<file path="src/rtl/jk_game_pkg.sv">
// Shared platform/character geometry defaults and scan controller state encoding.
package jk_game_pkg;

    localparam int unsigned PLATFORM_NUM_PER_BLOCK = 7;
    localparam int unsigned PHY_WIDTH              = 14;
    localparam int unsigned BLOCK_LEN_WIDTH        = 4;
    localparam int unsigned TILE_W                 = 16;
    localparam int unsigned CHAR_W                 = 16;
    localparam int unsigned LAND_TOL               = 4;
    localparam int unsigned SCAN_IDX_W             = 3;

    typedef enum logic [1:0] {
        ST_IDLE  = 2'd0,
        ST_LATCH = 2'd1,
        ST_SCAN  = 2'd2,
        ST_DONE  = 2'd3
    } scan_state_e;

endpackage

</file>
<file path="src/rtl/plat_hit_test.sv">
// Combinational landing test of the character against one platform entry.
module plat_hit_test #(
    parameter int unsigned PHY_WIDTH       = jk_game_pkg::PHY_WIDTH,
    parameter int unsigned BLOCK_LEN_WIDTH = jk_game_pkg::BLOCK_LEN_WIDTH,
    parameter int unsigned TILE_W          = jk_game_pkg::TILE_W,
    parameter int unsigned CHAR_W          = jk_game_pkg::CHAR_W,
    parameter int unsigned LAND_TOL        = jk_game_pkg::LAND_TOL
) (
    input  logic [PHY_WIDTH-1:0]       plat_x,
    input  logic [PHY_WIDTH-1:0]       plat_y,
    input  logic [BLOCK_LEN_WIDTH-1:0] plat_len,
    input  logic [PHY_WIDTH-1:0]       char_x,
    input  logic [PHY_WIDTH-1:0]       char_foot_y,
    output logic                       hit_c
);

    // Extra headroom so right edges and tolerance window never wrap.
    localparam int unsigned SUM_W = PHY_WIDTH + BLOCK_LEN_WIDTH + 1;

    logic [SUM_W-1:0] char_right;
    logic [SUM_W-1:0] plat_right;
    logic [SUM_W-1:0] land_bottom;

    always_comb begin
        char_right  = SUM_W'(char_x) + SUM_W'(CHAR_W);
        plat_right  = SUM_W'(plat_x) + SUM_W'(plat_len) * SUM_W'(TILE_W);
        land_bottom = SUM_W'(plat_y) + SUM_W'(LAND_TOL);
        hit_c = (plat_len != '0)
             && (char_right > SUM_W'(plat_x))
             && (SUM_W'(char_x) < plat_right)
             && (char_foot_y >= plat_y)
             && (SUM_W'(char_foot_y) <= land_bottom);
    end

endmodule

</file>
<file path="src/rtl/plat_scan_ctrl.sv">
// Snapshots a block's platform table, streams it out serially and reports the lowest-index landing hit.
// PLAT_SCAN_EARLY_EXIT_EN: finish the scan on the first hitting entry.
module plat_scan_ctrl #(
    parameter int unsigned PLATFORM_NUM_PER_BLOCK = jk_game_pkg::PLATFORM_NUM_PER_BLOCK,
    parameter int unsigned PHY_WIDTH              = jk_game_pkg::PHY_WIDTH,
    parameter int unsigned BLOCK_LEN_WIDTH        = jk_game_pkg::BLOCK_LEN_WIDTH,
    parameter int unsigned TILE_W                 = jk_game_pkg::TILE_W,
    parameter int unsigned CHAR_W                 = jk_game_pkg::CHAR_W,
    parameter int unsigned LAND_TOL               = jk_game_pkg::LAND_TOL
) (
    input  logic                                              sys_clk,
    input  logic                                              sys_rst_n,
    input  logic                                              frame_tick,
    input  logic                                              block_switch,
    input  logic [PLATFORM_NUM_PER_BLOCK*PHY_WIDTH-1:0]       plat_relative_x,
    input  logic [PLATFORM_NUM_PER_BLOCK*PHY_WIDTH-1:0]       plat_relative_y,
    input  logic [PLATFORM_NUM_PER_BLOCK*BLOCK_LEN_WIDTH-1:0] plat_len,
    input  logic [PHY_WIDTH-1:0]                              char_x,
    input  logic [PHY_WIDTH-1:0]                              char_foot_y,
    output logic                                              scan_valid,
    input  logic                                              scan_ready,
    output logic [2:0]                                        scan_idx,
    output logic [PHY_WIDTH-1:0]                              scan_x,
    output logic [PHY_WIDTH-1:0]                              scan_y,
    output logic [BLOCK_LEN_WIDTH-1:0]                        scan_len,
    output logic                                              busy,
    output logic                                              done,
    output logic                                              land_hit,
    output logic [2:0]                                        land_idx,
    output logic [PHY_WIDTH-1:0]                              land_y
);

    import jk_game_pkg::scan_state_e;
    import jk_game_pkg::ST_IDLE;
    import jk_game_pkg::ST_LATCH;
    import jk_game_pkg::ST_SCAN;
    import jk_game_pkg::ST_DONE;

    localparam int unsigned IDX_W = jk_game_pkg::SCAN_IDX_W;
    localparam int unsigned XY_W  = PLATFORM_NUM_PER_BLOCK * PHY_WIDTH;
    localparam int unsigned LEN_W = PLATFORM_NUM_PER_BLOCK * BLOCK_LEN_WIDTH;
    localparam logic [IDX_W-1:0] LAST_IDX = IDX_W'(PLATFORM_NUM_PER_BLOCK - 1);

    scan_state_e state_q, state_d;
    logic [IDX_W-1:0]           idx_q, idx_d;
    logic [XY_W-1:0]            snap_x_q, snap_x_d, snap_y_q, snap_y_d;
    logic [LEN_W-1:0]           snap_len_q, snap_len_d;
    logic                       acc_hit_q, acc_hit_d;
    logic [IDX_W-1:0]           acc_idx_q, acc_idx_d;
    logic [PHY_WIDTH-1:0]       acc_y_q, acc_y_d;
    logic                       scan_valid_q, scan_valid_d;
    logic [IDX_W-1:0]           scan_idx_q, scan_idx_d;
    logic [PHY_WIDTH-1:0]       scan_x_q, scan_x_d, scan_y_q, scan_y_d;
    logic [BLOCK_LEN_WIDTH-1:0] scan_len_q, scan_len_d;
    logic                       busy_q, busy_d, done_q, done_d;
    logic                       land_hit_q, land_hit_d;
    logic [IDX_W-1:0]           land_idx_q, land_idx_d;
    logic [PHY_WIDTH-1:0]       land_y_q, land_y_d;
    logic                       hit_c, xfer_c, stop_c;

    // The presented entry is exactly the one under test on a transfer.
    plat_hit_test #(
        .PHY_WIDTH      (PHY_WIDTH),
        .BLOCK_LEN_WIDTH(BLOCK_LEN_WIDTH),
        .TILE_W         (TILE_W),
        .CHAR_W         (CHAR_W),
        .LAND_TOL       (LAND_TOL)
    ) u_hit (
        .plat_x     (scan_x_q),
        .plat_y     (scan_y_q),
        .plat_len   (scan_len_q),
        .char_x     (char_x),
        .char_foot_y(char_foot_y),
        .hit_c      (hit_c)
    );

    always_comb begin
        state_d    = state_q;
        idx_d      = idx_q;
        snap_x_d   = snap_x_q;
        snap_y_d   = snap_y_q;
        snap_len_d = snap_len_q;
        acc_hit_d  = acc_hit_q;
        acc_idx_d  = acc_idx_q;
        acc_y_d    = acc_y_q;
        land_hit_d = land_hit_q;
        land_idx_d = land_idx_q;
        land_y_d   = land_y_q;
        done_d     = 1'b0;
        scan_idx_d = '0;
        scan_x_d   = '0;
        scan_y_d   = '0;
        scan_len_d = '0;
        xfer_c     = scan_valid_q && scan_ready;
`ifdef PLAT_SCAN_EARLY_EXIT_EN
        stop_c     = (idx_q == LAST_IDX) || hit_c;
`else
        stop_c     = (idx_q == LAST_IDX);
`endif

        case (state_q)
            ST_IDLE: begin
                if (frame_tick) state_d = ST_LATCH;
            end
            ST_LATCH: begin
                snap_x_d   = plat_relative_x;
                snap_y_d   = plat_relative_y;
                snap_len_d = plat_len;
                idx_d      = '0;
                acc_hit_d  = 1'b0;
                acc_idx_d  = '0;
                acc_y_d    = '0;
                if (!block_switch) state_d = ST_SCAN;
            end
            ST_SCAN: begin
                if (block_switch) begin
                    state_d = ST_LATCH;
                    idx_d   = '0;
                end else if (xfer_c) begin
                    if (hit_c && !acc_hit_q) begin
                        acc_hit_d = 1'b1;
                        acc_idx_d = idx_q;
                        acc_y_d   = scan_y_q;
                    end
                    if (stop_c) state_d = ST_DONE;
                    else        idx_d   = idx_q + IDX_W'(1);
                end
            end
            ST_DONE: state_d = ST_IDLE;
            default: state_d = ST_IDLE;
        endcase

        // Results publish together with the done pulse.
        if (state_d == ST_DONE) begin
            done_d     = 1'b1;
            land_hit_d = acc_hit_d;
            land_idx_d = acc_idx_d;
            land_y_d   = acc_y_d;
        end

        busy_d       = (state_d != ST_IDLE);
        scan_valid_d = (state_d == ST_SCAN);
        if (scan_valid_d) begin
            scan_idx_d = idx_d;
            for (int i = 0; i < int'(PLATFORM_NUM_PER_BLOCK); i++) begin
                if (idx_d == IDX_W'(i)) begin
                    scan_x_d   = snap_x_d[i*PHY_WIDTH +: PHY_WIDTH];
                    scan_y_d   = snap_y_d[i*PHY_WIDTH +: PHY_WIDTH];
                    scan_len_d = snap_len_d[i*BLOCK_LEN_WIDTH +: BLOCK_LEN_WIDTH];
                end
            end
        end
    end

    always_ff @(posedge sys_clk or negedge sys_rst_n) begin
        if (!sys_rst_n) begin
            state_q      <= ST_IDLE;
            idx_q        <= '0;
            snap_x_q     <= '0;
            snap_y_q     <= '0;
            snap_len_q   <= '0;
            acc_hit_q    <= 1'b0;
            acc_idx_q    <= '0;
            acc_y_q      <= '0;
            scan_valid_q <= 1'b0;
            scan_idx_q   <= '0;
            scan_x_q     <= '0;
            scan_y_q     <= '0;
            scan_len_q   <= '0;
            busy_q       <= 1'b0;
            done_q       <= 1'b0;
            land_hit_q   <= 1'b0;
            land_idx_q   <= '0;
            land_y_q     <= '0;
        end else begin
            state_q      <= state_d;
            idx_q        <= idx_d;
            snap_x_q     <= snap_x_d;
            snap_y_q     <= snap_y_d;
            snap_len_q   <= snap_len_d;
            acc_hit_q    <= acc_hit_d;
            acc_idx_q    <= acc_idx_d;
            acc_y_q      <= acc_y_d;
            scan_valid_q <= scan_valid_d;
            scan_idx_q   <= scan_idx_d;
            scan_x_q     <= scan_x_d;
            scan_y_q     <= scan_y_d;
            scan_len_q   <= scan_len_d;
            busy_q       <= busy_d;
            done_q       <= done_d;
            land_hit_q   <= land_hit_d;
            land_idx_q   <= land_idx_d;
            land_y_q     <= land_y_d;
        end
    end

    assign scan_valid = scan_valid_q;
    assign scan_idx   = scan_idx_q;
    assign scan_x     = scan_x_q;
    assign scan_y     = scan_y_q;
    assign scan_len   = scan_len_q;
    assign busy       = busy_q;
    assign done       = done_q;
    assign land_hit   = land_hit_q;
    assign land_idx   = land_idx_q;
    assign land_y     = land_y_q;

endmodule

</file>
<file path="config.mk">
export PLATFORM = sky130hd
export DESIGN_NAME = plat_scan_ctrl
export DESIGN_NICKNAME = d
export VERILOG_FILES = /design/src/rtl/jk_game_pkg.sv /design/src/rtl/plat_hit_test.sv /design/src/rtl/plat_scan_ctrl.sv
export SDC_FILE = /design/constraint.sdc
export NUM_CORES = 1
export LEC_CHECK = 0
export ABC_AREA = 1
export CORE_MARGIN = 8
export CORE_UTILIZATION = 42
export DETAILED_ROUTE_END_ITERATION = 7
export PLACE_DENSITY = 0.67
export RECOVER_POWER = 25
export SLEW_MARGIN = 25
export SYNTH_ARGS = -nofsm -noshare
export SYNTH_HDL_FRONTEND = slang
export SYNTH_SLANG_ARGS = --single-unit
</file>
<file path="constraint.sdc">
create_clock -name sys_clk -period 3.7 [get_ports sys_clk]
set_clock_uncertainty 0.05 [all_clocks]
set_input_delay 0.74 -clock sys_clk [delete_from_list [all_inputs] [get_ports sys_clk]]
set_output_delay 0.74 -clock sys_clk [all_outputs]
set_load 0.01 [all_outputs]
</file>
==> run metrics <==
Final nets=2,692; placed inst area=0.01941 sq mm; adder-cell share of the synthesized area=4.982%; Seq/Total Area, Yosys=48.23%; first-pass GRT wire length=76.52 mm; relative slew slack=-72.09%; Post-synth top flop=dfrtp_1; Vias/cell=4.904; main combinational cell family by area after synthesis=simple AND/OR/NAND/NOR gates; post-route cell area=0.02051 sq mm; Reg2Reg Depth=21; Ports=313; H-tree depth=2; initial antenna violation count=0; met3 Use GR=4.669%; complex-gate fraction of the synthesized area=3.804%; vias in the first global route=14,200; CP Max Fanout=18; total number of vias=14,060; CP Launch Type=flop; Starting DRT DRC Count=932; CP Data Required Time=4030 ps; Final period util=91.09%; global route hottest layer=met2; # rows=71; peak supply drop=0.5203 mV; sink count of the clock tree=303; Pwr Density=745.1 mW/mm^2; Core Region=0.03722 sq mm; worst min path class=flop to flop; CP endpoint kind=flop; Slew @ Worst Pin=2581 ps; fin. max-slew vios=93; most frequent cells in the layout=nand2_1, clkdlybuf4s50_1, dfrtp_1, inv_1, nand3_1; proportion of synthesized area in mux cells=0.1273%; Final Hold Viols=0; f_max=296.7 MHz; Setup Crit Path Kind=flop to flop; routability congestion estimate=0.8729; die area=0.04388 sq mm; Synth Register Bits=303; Post-Synth Simple-Gate Area=33.55%; sw power=6.419 mW; number of diodes=0; WL final=48.22 mm; Syn-to-layout area delta=30.49%; largest net degree at the start of global routing=124; post-route ant nets=0; met1 Track Usage GR=30.54%; Critical Path AT=3700 ps; CTS tree=done; pre-CTS setup slack=-269.3 ps; Avg Inst Size Synth=7.580 sq um; Post-synth EDFFs=0; Final setup viols=0; CTS max path bufs=3; Port Buf Inserts=312; total iterations of the first detailed-routing run=6; internal power=8.866 mW; Final Util=55.11%; Power Total=15.28 mW; clock share of power=21.9%; met2 Use GR=33.35%; Post-CTS Setup Bufs=0; total leakage power=10.79 nW; Distinct cells, synth=47; Syn Nets=2,393; Synth Area in XOR/XNOR=1.337%; Hold Crit Depth=2; min Tclk post-route=3370 ps; Comb power frac=45.0%; Tot GR Track Use=21.61%; Die W=209.5 um; root buf cell=clkbuf_16; Skew-Pair Late Insertion Delay=500 ps; GRT overflow=0; wire length per cell=16.82 um; failing checks=max-capacitance violations, max-slew violations; switch share=42.00%; CTS clk-pin slew, worst paths=60 ps; residual DRC count=0; yosys synthesis warning count=0; most common library cell in the layout ignoring fill and taps=nand2_1; async set or reset register ratio after synthesis=100.0%; CTS buffer count=34; Sequential Power Share=33.1%; Post-Synthesis Cell Area=0.01572 sq mm; DP Wirelength=35.51 mm; initial core utilization=42.24%; post-route setup slack=329.6 ps; die height=209.5 um; status=complete, but fails checks; max_cap viols=1; share of cells above drive strength 1=6.226%; Synth Instances=2,074
-- metrics by stage --
step	setup TNS [ps]	std cells	hold WS, ps
after floorplan	0	2074	383.4
after global placement	-4145	2811	396.7
after detailed placement	-7106	2811	401.7
after CTS	0	2867	266.8
after global routing	-0.4663	2867	433.7
final	0	2867	416.4
-- synth_stat cells, types with 2 or more instances --
cell,number,area (sq um)
xor2_1,20,175.2
nand3_1,95,475.5
nand4_1,30,187.7
nor4_1,2,12.51
nor2_2,4,25.02
buf_4,11,82.58
nor3_4,4,65.06
a21o_1,3,22.52
and2_1,2,12.51
and3_1,3,18.77
nand2_1,1070,4016
inv_4,2,12.51
clkbuf_8,3,41.29
nor3_2,2,20.02
buf_2,7,35.03
o21ai_1,40,200.2
clkbuf_1,47,176.4
inv_1,184,690.7
buf_1,6,22.52
o21bai_1,2,15.01
nand2_4,2,22.52
xnor2_1,4,35.03
a21oi_1,28,140.1
clkinv_1,2,7.510
dfrtp_1,303,7582
ha_1,61,763.2
a31oi_1,2,12.51
o21ai_2,2,17.52
buf_6,14,157.7
nor2_4,5,56.30
mux2i_1,2,20.02
nor2_1,40,150.1
nand2_2,18,112.6
nor3_1,6,30.03
o21ai_0,32,160.2
inv_2,5,18.77
-- layout make-up --
type	instances	area, sq um
repair buffers	351	3573
inverters	194	743.2
well taps	474	593.1
fillers	3495	16710
flip-flops and latches	303	7582
clock inverters	11	143.9
multi-input cells	1489	6917
clock buffers	45	962.2
-- critical path, stage by stage (launching register included) --
cell,delay (ps)
dfrtp_1,430
inv_1,120
nor3_2,230
nand2_1,80
nor2_1,160
nand3_1,190
nor3_2,160
xor2_1,180
inv_1,60
ha_1,260
and3_1,170
and3_1,150
nor2_1,40
nand2_1,170
nand3_1,150
nor2_4,120
buf_12,150
nand3_1,80
nand3_1,120
nand2_2,70
nand2_1,60
nand2_1,50
-- cell families (layout without fill, tap and decap cells) --
kind of cell / Yosys count / after routing
xor+xnor: 24 / 24
simple gates: 1288 / 1288
mux: 2 / 2
fa+ha+maj: 62 / 62
compound gates: 113 / 113
flops: 303 / 303
buf+inv: 282 / 601
-- path summary, 6_finish.rpt --
check / slack [ps] / start / end
min reg2reg: 420 / snap_y_q[96] / snap_y_q[96]
min in group asynchronous: 990 / sys_rst_n / state_q[0]
max: 330 / scan_y[4] / land_idx[1]
min: 420 / snap_y_q[96] / snap_y_q[96]
max reg2reg: 330 / scan_y[4] / land_idx[1]
max in group asynchronous: 620 / sys_rst_n / snap_y_q[11]
-- power groups by stage --
stage	Combinational, mW	Sequential (mW)	Clock (mW)
floorplan	4.50	5.01	0
global placement	6.70	5.07	0
detailed placement	6.84	5.11	0
CTS	6.88	5.06	3.41
global route	7.82	5.18	3.55
finish	6.88	5.06	3.34
-- registers in the layout, indices dropped and copies added (netlist names), 2 cells and up --
| register | count |
|---|---|
| state_q | 2 |
| land_y | 14 |
| scan_x | 14 |
| scan_y | 14 |
| snap_x_q | 98 |
| acc_y_q | 14 |
| scan_len | 4 |
| idx_q | 3 |
| scan_idx | 3 |
| snap_y_q | 98 |
| land_idx | 3 |
| acc_idx_q | 3 |
| snap_len_q | 28 |
-- per-layer routing --
metal  vias up  wire length (um)
li1       6991                 -
met5         -                 0
met4         0              1081
met2       473             21600
met1      6530             22080
met3        65              3455
-- what timing repair did --
| action | CTS | global route |
|---|---|---|
| gates resized for setup | 0 | 5 |
| setup endpoints to repair | 0 | 17 |
| hold buffers | 0 | 0 |
Power figures use the tool's default switching activity.
